<file path="config.mk">
export PLATFORM = sky130hd
export DESIGN_NAME = qcv_controller
export DESIGN_NICKNAME = d
export VERILOG_FILES = /design/src/rtl/qcv_pkg.sv /design/src/rtl/qcv_controller.sv
export SDC_FILE = /design/constraint.sdc
export NUM_CORES = 1
export LEC_CHECK = 0
export BUFFER_PORTS_ARGS = -buffer_cell sky130_fd_sc_hd__buf_2
export CAP_MARGIN = 20
export CORE_AREA = 2 2 75 77
export DETAILED_ROUTE_END_ITERATION = 6
export DIE_AREA = 0 0 77 79
export GPL_ROUTABILITY_DRIVEN = 0
export PLACE_DENSITY = 0.93
export SLEW_MARGIN = 10
export SYNTH_ARGS = -nofsm -noshare
export SYNTH_HDL_FRONTEND = slang
export SYNTH_SLANG_ARGS = --single-unit
</file>
<file path="constraint.sdc">
create_clock -name clk_i -period 3.33 [get_ports clk_i]
set_input_delay 0.1665 -clock clk_i [delete_from_list [all_inputs] [get_ports clk_i]]
set_output_delay 0.1665 -clock clk_i [all_outputs]
set_load 0.01 [all_outputs]
</file>
<file path="src/rtl/qcv_pkg.sv">
// rtl/qcv_pkg.sv - shared types for the qcv trap-sequencing controller
//
// Purpose: FSM state encoding, PC-mux select encoding and exception cause
// codes shared by the controller and anything that decodes its outputs.
// Ports: none (package).

package qcv_pkg;

  typedef enum logic [2:0] {
    CTRL_RESET       = 3'd0,
    CTRL_BOOT_SET    = 3'd1,
    CTRL_FIRST_FETCH = 3'd2,
    CTRL_DECODE      = 3'd3,
    CTRL_FLUSH       = 3'd4,
    CTRL_SLEEP       = 3'd5
  } ctrl_fsm_e;

  typedef enum logic [1:0] {
    PC_BOOT = 2'd0,
    PC_EXC  = 2'd1,
    PC_ERET = 2'd2
  } pc_mux_e;

  typedef enum logic [6:0] {
    EXC_INSTR_ACCESS_FAULT = 7'd1,
    EXC_ILLEGAL_INSN       = 7'd2,
    EXC_BREAKPOINT         = 7'd3,
    EXC_LOAD_ACCESS_FAULT  = 7'd5,
    EXC_STORE_ACCESS_FAULT = 7'd7,
    EXC_ECALL_MMODE        = 7'd11
  } exc_cause_e;

endpackage

</file>
<file path="src/rtl/qcv_controller.sv">
// rtl/qcv_controller.sv - trap sequencing, boot and WFI sleep for the qcv core
//
// Purpose: watches the ID-stage instruction and the LSU for exceptions, MRET
// and WFI; drives PC redirect, ID flush/halt toward the pipeline and the
// exception-save strobes, mcause and mtval toward the CSR file.
//
// Ports:
//   clk_i, rst_ni            clock, asynchronous active-low reset
//   fetch_enable_i           start request, sampled only in RESET
//   instr_valid_i, instr_i   ID instruction valid / word (mtval for illegal)
//   pc_id_i                  ID PC (mtval for fetch error)
//   instr_fetch_err_i, illegal_insn_i, ecall_insn_i, ebreak_insn_i,
//   mret_insn_i, wfi_insn_i  ID instruction classification
//   lsu_load_err_i, lsu_store_err_i, lsu_addr_i   LSU access faults
//   irq_pending_i            wake-up from WFI sleep
//   ctrl_busy_o, instr_req_o, pc_set_o, pc_mux_o, flush_id_o, halt_id_o
//                            pipeline control
//   csr_mtvec_init_o, csr_save_if_o, csr_save_id_o, csr_save_cause_o,
//   csr_mcause_o, csr_mtval_o                    CSR file trap interface

module qcv_controller
  import qcv_pkg::*;
#(
  parameter bit WfiEnable = 1'b1
) (
  input  logic        clk_i,
  input  logic        rst_ni,
  input  logic        fetch_enable_i,
  input  logic        instr_valid_i,
  input  logic [31:0] instr_i,
  input  logic [31:0] pc_id_i,
  input  logic        instr_fetch_err_i,
  input  logic        illegal_insn_i,
  input  logic        ecall_insn_i,
  input  logic        ebreak_insn_i,
  input  logic        mret_insn_i,
  input  logic        wfi_insn_i,
  input  logic        lsu_load_err_i,
  input  logic        lsu_store_err_i,
  input  logic [31:0] lsu_addr_i,
  input  logic        irq_pending_i,
  output logic        ctrl_busy_o,
  output logic        instr_req_o,
  output logic        pc_set_o,
  output logic [1:0]  pc_mux_o,
  output logic        flush_id_o,
  output logic        halt_id_o,
  output logic        csr_mtvec_init_o,
  output logic        csr_save_if_o,
  output logic        csr_save_id_o,
  output logic        csr_save_cause_o,
  output logic [6:0]  csr_mcause_o,
  output logic [31:0] csr_mtval_o
);

  ctrl_fsm_e   state_q, state_d;
  logic        exc_flag_q, exc_flag_d;
  logic        eret_flag_q, eret_flag_d;
  logic [6:0]  mcause_q;
  logic [31:0] mtval_q;

  logic        exc_req;
  exc_cause_e  exc_cause;
  logic [31:0] exc_val;
  logic        exc_latch;
  pc_mux_e     pc_mux;

  // Exception priority encoder. ID-side sources only count with a valid
  // instruction; LSU faults arrive for an instruction that has already left
  // the decoder's view, so they are taken regardless of instr_valid_i.
  always_comb begin
    exc_req   = 1'b1;
    exc_cause = EXC_INSTR_ACCESS_FAULT;
    exc_val   = '0;
    if (instr_valid_i && instr_fetch_err_i) begin
      exc_cause = EXC_INSTR_ACCESS_FAULT;
      exc_val   = pc_id_i;
    end else if (instr_valid_i && illegal_insn_i) begin
      exc_cause = EXC_ILLEGAL_INSN;
      exc_val   = instr_i;
    end else if (instr_valid_i && ecall_insn_i) begin
      exc_cause = EXC_ECALL_MMODE;
    end else if (instr_valid_i && ebreak_insn_i) begin
      exc_cause = EXC_BREAKPOINT;
    end else if (lsu_store_err_i) begin
      exc_cause = EXC_STORE_ACCESS_FAULT;
      exc_val   = lsu_addr_i;
    end else if (lsu_load_err_i) begin
      exc_cause = EXC_LOAD_ACCESS_FAULT;
      exc_val   = lsu_addr_i;
    end else begin
      exc_req   = 1'b0;
    end
  end

  // Next-state and outputs. Outputs are decoded from the current state (plus
  // the ID/LSU inputs in DECODE), so an asynchronous reset into RESET drives
  // every control output low in the same instant.
  always_comb begin
    state_d          = state_q;
    exc_flag_d       = exc_flag_q;
    eret_flag_d      = eret_flag_q;
    exc_latch        = 1'b0;
    pc_mux           = PC_BOOT;
    ctrl_busy_o      = 1'b0;
    instr_req_o      = 1'b0;
    pc_set_o         = 1'b0;
    flush_id_o       = 1'b0;
    halt_id_o        = 1'b0;
    csr_mtvec_init_o = 1'b0;
    csr_save_id_o    = 1'b0;
    csr_save_cause_o = 1'b0;

    case (state_q)
      CTRL_RESET: begin
        if (fetch_enable_i) begin
          csr_mtvec_init_o = 1'b1;
          state_d          = CTRL_BOOT_SET;
        end
      end

      CTRL_BOOT_SET: begin
        ctrl_busy_o = 1'b1;
        instr_req_o = 1'b1;
        pc_set_o    = 1'b1;
        pc_mux      = PC_BOOT;
        state_d     = CTRL_FIRST_FETCH;
      end

      CTRL_FIRST_FETCH: begin
        ctrl_busy_o = 1'b1;
        instr_req_o = 1'b1;
        state_d     = CTRL_DECODE;
      end

      CTRL_DECODE: begin
        ctrl_busy_o = 1'b1;
        instr_req_o = 1'b1;
        if (exc_req) begin
          halt_id_o   = 1'b1;
          exc_latch   = 1'b1;
          exc_flag_d  = 1'b1;
          eret_flag_d = 1'b0;
          state_d     = CTRL_FLUSH;
        end else if (instr_valid_i && mret_insn_i) begin
          halt_id_o   = 1'b1;
          exc_flag_d  = 1'b0;
          eret_flag_d = 1'b1;
          state_d     = CTRL_FLUSH;
        end else if (WfiEnable && instr_valid_i && wfi_insn_i) begin
          // WFI itself retires; sleep starts on the following cycle.
          state_d = CTRL_SLEEP;
        end
      end

      CTRL_FLUSH: begin
        // Single-cycle redirect; anything raised now is deliberately ignored
        // so a trap can never nest inside its own flush.
        ctrl_busy_o = 1'b1;
        instr_req_o = 1'b1;
        flush_id_o  = 1'b1;
        pc_set_o    = 1'b1;
        if (exc_flag_q) begin
          pc_mux           = PC_EXC;
          csr_save_id_o    = 1'b1;
          csr_save_cause_o = 1'b1;
        end else if (eret_flag_q) begin
          pc_mux = PC_ERET;
        end
        exc_flag_d  = 1'b0;
        eret_flag_d = 1'b0;
        state_d     = CTRL_DECODE;
      end

      CTRL_SLEEP: begin
        if (irq_pending_i) begin
          state_d = CTRL_DECODE;
        end
      end

      default: begin
        state_d = CTRL_RESET;
      end
    endcase
  end

  assign pc_mux_o      = pc_mux;
  assign csr_save_if_o = 1'b0;
  assign csr_mcause_o  = mcause_q;
  assign csr_mtval_o   = mtval_q;

  always_ff @(posedge clk_i or negedge rst_ni) begin
    if (!rst_ni) begin
      state_q     <= CTRL_RESET;
      exc_flag_q  <= 1'b0;
      eret_flag_q <= 1'b0;
    end else begin
      state_q     <= state_d;
      exc_flag_q  <= exc_flag_d;
      eret_flag_q <= eret_flag_d;
    end
  end

  // Cause/value hold until the next exception so the CSR file can sample
  // them in the FLUSH cycle.
  always_ff @(posedge clk_i or negedge rst_ni) begin
    if (!rst_ni) begin
      mcause_q <= '0;
      mtval_q  <= '0;
    end else if (exc_latch) begin
      mcause_q <= exc_cause;
      mtval_q  <= exc_val;
    end
  end

endmodule

</file>
==> metrics.cfg, run 1 <==
[run_status]
outcome=finished with violations
violations=hold timing

[power]
intPower_mw=1.57
seq_power_share_pct=36.9
switching_share_pct=38.7
peakVddDrop_mv=0.372
power_leakage_nw=1.51
switching_power_uw=992
finalPower_mw=2.56
combPwrFrac_pct=50.8
power_density_nw_per_um2=828
pwr-share-clk_pct=12.3

[finish]
drive_gt1_share_pct=49.7
final_util_pct=58.0
layout_commonest_cell=buf_2
num_antenna_cells=0
final_cell_mix=154 x buf_2, 41 x dfrtp_1, 32 x a221oi_1, 32 x a2bb2oi_1, 31 x o21ai_0
area_growth_syn_to_layout_pct=37.7
final_nets=462

[sta]
max_freq_mhz=499
setup_viol_count_final=0
timing.final.hold_violations=1
setup_tns_ns=0
worst_slew_pin_slew_ns=1.11
hold_slack_ns=-0.00147
maxSlewHeadroom_pct=26.2
final.min_clock_period_ns=2.00
grt_setup_unrepaired=no
slew_viol_final=0
finalCritPeriodShare_pct=60.2
skew_ns=0.00406

[setup_path]
r2r_start=state_q[2]
cp-end-kind=register
cp_data_arrival_time_ns=2.20
crit_type=register to register
cp.required_ns=3.53
crit_path_start_kind=register
r2r_slack_ns=1.33
timing.rr.end=csr_mtval_o[1]
endpoint=csr_mtval_o[1]
rr_worst_depth=4
worstPathMaxFanout=22
critPathLaunch=state_q[2]

[floorplanning]
rows=27
die-area_sq_um=6080
die_h_um=79
io-pin-count=159
die_w_um=77
core_area_sq_um=5340
initial_utilization_pct=42.1

[logic_synthesis]
ys.flop_type=dfrtp_1
synth_edf_count=0
synth_seq_cells=41
synth_area_sq_um=2250
ys_seq_area_share_pct=45.6
synthCells=214
yosysWarnings=0
synthArstFlopShare_pct=100
netlist-cell-type-count=37
avgSynthCellArea_sq_um=10.5

[clock_tree]
cts_tree=done
cts_buffers=5
clockBufferDepth=2
cts_hold_buf=0
clock-sinks=41
insertion_delay_ns=0.28
cts-resized-gates=0
cts_root_buffer=clkbuf_8
clkTransAtPathRegs_ns=0.08
cts_setup_buffers=0
htree_levels=2

[worst_hold_path]
hold_class=input port to asynchronous set/reset pin

[run]
drv_cap=0

[drt]
vias=2410
firstDrtPassIters=5
antenna_left=0
wl_per_cell_um=15.9
drc=0
via_per_inst=5.66
drt_iter0_markers=151
wirelength_um=6770

[grt]
grt_max_degree=42
antenna_found_initial=0
grt_overflow=0
grt_pass1_wl_um=11200
grt_use_total_pct=22.6
first_global_vias=2380

[placed_design]
hpwl_um=4770
port_buffers=154

cell families (layout without fill, tap and decap cells):
logic type | Yosys count | count (layout) | synth area share [%]
AOI/OAI and AO/OA | 110 | 110 | 37.5
xor gates and xnor gates | 2 | 2 | 0.779
buffers and inverters | 34 | 171 | 7.57
DFF | 41 | 41 | 45.6
muxes | 4 | 4 | 1.95
other | 1 | 4 | 0.167
and+or+nand+nor | 22 | 22 | 6.40
registers in the layout (all words and copies together) (netlist names):
signal	flops
csr_mtval_o	32
state_q	3
exc_flag_q	1
eret_flag_q	1
csr_mcause_o	4
power by group through the flow:
stage	combinational (mW)	clock [mW]	sequential [mW]
after CTS	1.32	0.331	0.942
after global routing	1.43	0.345	0.985
after detailed placement	1.33	0	0.937
after global placement	1.27	0	0.942
final	1.30	0.316	0.945
after floorplan	0.803	0	0.992
layout make-up:
| type | instances | area [sq um] |
|---|---|---|
| Clock inverter | 3 | 17.5 |
| Inverter | 3 | 11.3 |
| Fill cell | 486 | 2240 |
| Timing Repair Buffer | 160 | 816 |
| Clock buffer | 5 | 68.8 |
| Tap cell | 72 | 90.1 |
| Sequential cell | 41 | 1030 |
| Multi-Input combinational cell | 142 | 1070 |
synth_stat cells, types with 2 or more instances:
| cell type | number | share of area [%] |
|---|---|---|
| nor3_1 | 3 | 0.67 |
| buf_2 | 11 | 2.4 |
| a221oi_1 | 32 | 12 |
| clkbuf_2 | 2 | 0.45 |
| and3_1 | 2 | 0.56 |
| nand2_1 | 2 | 0.33 |
| a2bb2oi_1 | 32 | 12 |
| a21oi_1 | 4 | 0.89 |
| o21ai_0 | 31 | 6.9 |
| nand3b_1 | 2 | 0.67 |
| xnor2_1 | 2 | 0.78 |
| inv_1 | 3 | 0.50 |
| o21ai_1 | 3 | 0.67 |
| nor2_1 | 4 | 0.67 |
| mux2_2 | 3 | 1.5 |
| buf_4 | 7 | 2.3 |
| dfrtp_1 | 41 | 46 |
| clkbuf_1 | 11 | 1.8 |
per-stage QoR:
stage | setup WS, ns | cells | cell area, sq um | hold slack, ns
3_5_place_dp | 1.33 | 418 | 3010 | 0.357
2_1_floorplan | 1.84 | 217 | 2260 | -0.129
5_1_grt | 1.13 | 426 | 3100 | 0.0750
6_report | 1.33 | 426 | 3100 | -0.00147
3_3_place_gp | 1.47 | 418 | 3010 | 0.330
4_1_cts | 1.29 | 426 | 3100 | 0.0413
worst max-delay path: stages, from the launching register on:
cell       delay [ns]
dfrtp_1          0.51
nand3b_1         0.29
a21oi_4          0.54
buf_4            0.34
a2bb2oi_1        0.22
how the worst min path moves through the flow:
stage	endpoint	slack [ns]
after global placement	state_q[0]	0.33
final	state_q[0]	-0.001
after CTS	state_q[0]	0.04
after detailed placement	state_q[0]	0.36
after floorplan	csr_mcause_o[0]	-0.13
after global routing	state_q[0]	0.07
metal layers:
metal  up-vias  share of wire, %  wire [um]  global-route usage [%]
li1       1123                 -          -                       -
met1      1144                41       2800                    28.9
met2       127                50       3370                    38.9
met3        16               6.9        470                    4.66
met4         0               1.8        121                    7.14
met5         -                 0          0                       0
Power figures use the tool's default switching activity.
==> run 2: changes to the inputs <==
--- a/config.mk
+++ b/config.mk
@@ -5,13 +5,14 @@
 export SDC_FILE = /design/constraint.sdc
 export NUM_CORES = 1
 export LEC_CHECK = 0
+export ABC_AREA = 1
 export BUFFER_PORTS_ARGS = -buffer_cell sky130_fd_sc_hd__buf_2
 export CAP_MARGIN = 20
-export CORE_AREA = 2 2 75 77
+export CORE_AREA = 2 2 86 88
 export DETAILED_ROUTE_END_ITERATION = 6
-export DIE_AREA = 0 0 77 79
+export DIE_AREA = 0 0 88 90
 export GPL_ROUTABILITY_DRIVEN = 0
-export PLACE_DENSITY = 0.93
+export PLACE_DENSITY = 0.86
 export SLEW_MARGIN = 10
 export SYNTH_ARGS = -nofsm -noshare
 export SYNTH_HDL_FRONTEND = slang
==> constraint.sdc (replaced) <==
create_clock -name clk_i -period 1.8 [get_ports clk_i]
set_input_delay 0.09 -clock clk_i [delete_from_list [all_inputs] [get_ports clk_i]]
set_output_delay 0.09 -clock clk_i [all_outputs]
set_load 0.01 [all_outputs]
==> metrics.cfg, run 2 <==
[run_status]
outcome=complete, no violations

[sta]
worst_slew_pin_slew_ns=0.813
finalCritPeriodShare_pct=93.1
slew_viol_final=0
setup_slack_ns=0.124
maxSlewHeadroom_pct=45.7
skew_ns=0.00791
final.min_clock_period_ns=1.68
grt_setup_unrepaired=no
setup_tns_ns=0
setup_viol_count_final=0
timing.final.hold_violations=0
max_freq_mhz=596

[setup_path]
critical_path_buf_inv_count=4
r2r_slack_ns=0.31
crit_path_start_kind=register
timing.rr.end=csr_mtval_o[20]
r2r_start=state_q[2]
cp_data_arrival_time_ns=1.59
cp.required_ns=1.71
cp-end-kind=primary output
crit_path_max_incr_delay_ns=0.44
slowest_stage=dfrtp_2
critPathLaunch=state_q[2]
crit_chain=clkinv_1 > nand3_2 > clkinvlp_4 > nand2_1 > inv_1 > buf_2
worstPathMaxFanout=11
endpoint=halt_id_o
path_depth=6
rr_worst_depth=7
path_delay_family=buffers and inverters
crit_type=register to primary output

[logic_synthesis]
synth_area_leader_cell=dfrtp_1
synthTopCellsByCount=147 x nand2_1, 61 x inv_1, 46 x nand3_1
ys.flop_type=dfrtp_1
synth_top_area_share_pct=37.4
synth_area_sq_um=2740
synth_edf_count=0
netlist-cell-type-count=26
ys_seq_area_share_pct=37.4
synth_seq_cells=41
synthArstFlopShare_pct=100
avgSynthCellArea_sq_um=6.91
yosysWarnings=0
yosys-top-cells-area=dfrtp_1 37%, nand2_1 20%, nand3_1 8.4%
synthCells=397
yosysMostFrequentCell=nand2_1

[clock_tree]
clkTransAtPathRegs_ns=0.08
clock-sinks=41
cts_setup_buffers=0
htree_levels=2
clockBufferDepth=2
cts_tree=done
insertion_delay_ns=0.29
cts_root_buffer=clkbuf_8
cts_buffers=5

[worst_hold_path]
hold_class=input port to register

[placed_design]
placed_cells=630
dp_slack_ns=0.322
port_buffers=154
hpwl_um=5790
place_area_sq_um=3500

[finish]
layout_commonest_cell=buf_2
drive_gt1_share_pct=33.7
final_nets=648
num_antenna_cells=0
area_growth_syn_to_layout_pct=32.7
largest_reg_flops=32
fin_area_sq_um=3640
n_fill_cell=699
final_cell_mix=154 x buf_2, 147 x nand2_1, 60 x inv_1
finalNonFillerCells=639

[drt]
via_per_inst=4.65
firstDrtPassIters=5
wl_per_cell_um=12.0
wirelength_um=7700
vias=2972
drt_iter0_markers=122
drc=0
antenna_left=0

[run]
drv_cap=0

[power]
power_density_nw_per_um2=1350
finalPower_mw=4.90
peakVddDrop_mv=0.671
power_leakage_nw=2.20

[floorplanning]
die_h_um=90
io-pin-count=159
die-area_sq_um=7920
initial_utilization_pct=39.0
rows=31
die_w_um=88
core_area_sq_um=7020

[grt]
grt_use_total_pct=19.2
first_global_vias=2795
antenna_found_initial=0
grt_max_degree=41
grt_pass1_wl_um=12200
grt_overflow=0

run 2: how the worst min path moves through the flow:
stage                         startpoint              end  slack [ns]  cells after the start
after CTS                 lsu_addr_i[27]  csr_mtval_o[27]        0.07                      3
final                     lsu_addr_i[27]  csr_mtval_o[27]        0.08                      3
after floorplan                   rst_ni  csr_mcause_o[0]       -0.21                      0
after global routing      lsu_addr_i[27]  csr_mtval_o[27]        0.07                      3
after global placement            rst_ni  csr_mtval_o[31]        0.02                      1
after detailed placement          rst_ni  csr_mtval_o[31]        0.03                      1
run 2: repair_timing:
action                                 CTS  global route
setup endpoints to repair                0             3
endpoints found under the hold margin   15             0
hold buffers                             1             0
gates resized for setup                  0             2
run 2: layout make-up:
class                   instances  area (sq um)  area share [%]
well taps                      99           124            3.40
flip-flops and latches         41          1030            28.2
clock inverters                 2          37.5            1.03
clock buffers                   6          82.6            2.27
inverters                      64           246            6.77
repair buffers                161           838            23.0
multi-input cells             266          1280            35.2
run 2: where the power goes:
part	internal (mW)	switching, mW
registers	1.39	0.280
logic	0.970	1.48
clock network	0.451	0.329
total	2.81	2.09
run 2: stage by stage:
stage,util [%],hold WS (ns)
2_1_floorplan,-,-0.206
3_3_place_gp,49.9,0.0176
3_5_place_dp,49.9,0.0295
4_1_cts,51.8,0.0653
5_1_grt,51.8,0.0672
6_report,51.8,0.0752
run 2: layer usage:
layer	global-route usage, %	vias to the layer above	part of all wire [%]
met1	23.4	1331	42
met3	3.31	16	6.7
met5	0	-	0
li1	-	1505	-
met2	33.5	120	50
met4	6.54	0	2.0
run 2: cell families (layout without fill, tap and decap cells):
family | count (synthesis) | after routing | synth area share (%)
AO/OA/AOI/OAI | 18 | 18 | 4.65
AND/OR/NAND/NOR | 244 | 244 | 41.6
buffers and inverters | 93 | 233 | 16.2
flip-flops | 41 | 41 | 37.4
other | 1 | 4 | 0.137
run 2: worst register-to-register path, delay by kind of cell (launching register included):
family        cells  cell delay (ns)
flops             1             0.46
buf+inv           3             0.37
simple gates      4             0.55
==> run 3: changes to the inputs <==
--- a/config.mk
+++ b/config.mk
@@ -6,13 +6,13 @@
 export NUM_CORES = 1
 export LEC_CHECK = 0
 export ABC_AREA = 1
-export BUFFER_PORTS_ARGS = -buffer_cell sky130_fd_sc_hd__buf_2
 export CAP_MARGIN = 20
-export CORE_AREA = 2 2 86 88
+export CORE_AREA = 2 2 82 84
 export DETAILED_ROUTE_END_ITERATION = 6
-export DIE_AREA = 0 0 88 90
+export DIE_AREA = 0 0 84 86
+export DONT_BUFFER_PORTS = 1
 export GPL_ROUTABILITY_DRIVEN = 0
-export PLACE_DENSITY = 0.86
+export PLACE_DENSITY = 0.7
 export SLEW_MARGIN = 10
 export SYNTH_ARGS = -nofsm -noshare
 export SYNTH_HDL_FRONTEND = slang
==> metrics.cfg, run 3 (synthesis gave the netlist of run 2 again) <==
[run_status]
outcome=complete, no violations

[power]
pwr-share-clk_pct=13.6
power_leakage_nw=1.61
switching_share_pct=45.7
combPwrFrac_pct=39.5
seq_power_share_pct=46.8
intPower_mw=2.26
power_density_nw_per_um2=1430
switching_power_mw=1.90
peakVddDrop_mv=0.566

[drt]
wirelength_um=6610
drt_iter0_markers=61
antenna_left=0
drc=0
routed-wl-met2_um=3260
wl_per_cell_um=14.0
firstDrtPassIters=4
vias=2404
wl_met3_um=585
met1_length_um=2700
highest_layer=met4
via_per_inst=5.09

[sta]
final.min_clock_period_ns=1.60
maxSlewHeadroom_pct=49.2
finalCritPeriodShare_pct=89.0
slew_viol_final=0
grt_setup_unrepaired=no
skew_ns=0.00271
max_freq_mhz=624
timing.final.hold_violations=0
worst_slew_pin_slew_ns=0.759
hold_slack_ns=0.00775
setup_viol_count_final=0
setup_tns_ns=0

[setup_path]
timing.rr.end=csr_mtval_o[12]
cp-end-kind=primary output
crit_chain=inv_1 > nand2_1 > nor2_4 > inv_1 > nor2_1 > buf_4
r2r_start=state_q[2]
crit_type=register to primary output
r2r_slack_ns=0.35
worstPathMaxFanout=7
critical_path_buf_inv_count=3
cp.required_ns=1.71
crit_top_cell=inv_1
rr_worst_depth=7
crit_path_max_incr_delay_ns=0.44
slowest_stage=dfrtp_1
cp_data_arrival_time_ns=1.51
crit_path_start_kind=register
path_delay_family=flip-flops

[floorplanning]
rows=29
io-pin-count=159
die_h_um=86
initial_utilization_pct=43.7
core_area_sq_um=6280
die_w_um=84
die-area_sq_um=7220

[clock_tree]
cts_buffers=5
clkTransAtPathRegs_ns=0.07
clock-sinks=41
clockBufferDepth=2
insertion_delay_ns=0.28
cts_tree=done
htree_levels=2
cts_root_buffer=clkbuf_8

[finish]
drive_gt1_share_pct=6.33
final-seq-area_sq_um=1030
final_nets=503
num_antenna_cells=0
largest_reg_flops=32
n_fill_cell=637
final_cell_mix=147 x nand2_1, 61 x inv_1, 46 x nand3_1
area_growth_syn_to_layout_pct=5.89
layout_commonest_cell=nand2_1
multiInputGateArea_sq_um=1290

[grt]
first_global_vias=2260
antenna_found_initial=0
grt_overflow=0
grt_pass1_wl_um=10500
grt_max_degree=42
grt_use_total_pct=18.0

[worst_hold_path]
hold_class=input port to register
hold_depth=3
hp-start=irq_pending_i
holdPathEnd=state_q[2]

[placed_design]
port_buffers=0
hpwl_um=4800

[run]
drv_cap=0

-- run 3: worst min-delay path: stages --
cell     delay [ns]
nor2_1         0.03
nand3_1        0.08
nand2_1        0.06
-- run 3: worst max path at each step --
| stage | from | endpoint | depth (start not counted) |
|---|---|---|---|
| floorplan | state_q[1] | csr_save_id_o | 6 |
| global placement | state_q[2] | csr_mtval_o[28] | 7 |
| detailed placement | state_q[2] | csr_mtval_o[12] | 7 |
| CTS | state_q[1] | csr_save_id_o | 6 |
| global route | state_q[1] | csr_save_id_o | 6 |
| finish | state_q[1] | csr_save_id_o | 6 |
-- run 3: power groups by stage --
stage,logic (mW),registers [mW],clock network [mW]
floorplan,1.51,1.83,0
global placement,1.55,1.96,0
detailed placement,1.61,1.97,0
CTS,1.66,1.95,0.599
global route,1.93,2.00,0.637
finish,1.64,1.95,0.568
-- run 3: final cells by class --
type / instances / share of cell area (%)
repair buffers: 16 / 5.78
well taps: 77 / 3.32
inverters: 64 / 8.36
flip-flops and latches: 41 / 35.3
clock buffers: 8 / 2.76
multi-input cells: 266 / 44.4
-- run 3: metal layers --
layer	GRT usage (%)	vias up
met5	0	-
met4	3.96	0
met3	5.97	5
met2	32.8	103
met1	20.6	1078
li1	-	1218
-- run 3: metrics by stage --
step                area (sq um)  std cells  setup slack [ns]  total power, mW  util (%)
finish                      2900        472             0.198             4.16      46.2
detailed placement          2710        454             0.366             3.58      43.1
global route                2900        472            0.0299             4.57      46.2
global placement            2710        454             0.432             3.51      43.1
floorplan                   2750        400             0.375             3.34         -
CTS                         2900        472            0.0779             4.21      46.1
-- run 3: timing repair --
action | in CTS | in global routing
resized for setup | 0 | 2
endpoints found under the setup margin | 0 | 6
hold buffers | 10 | 0
setup buffers | 0 | 0
endpoints found under the hold margin | 48 | 0
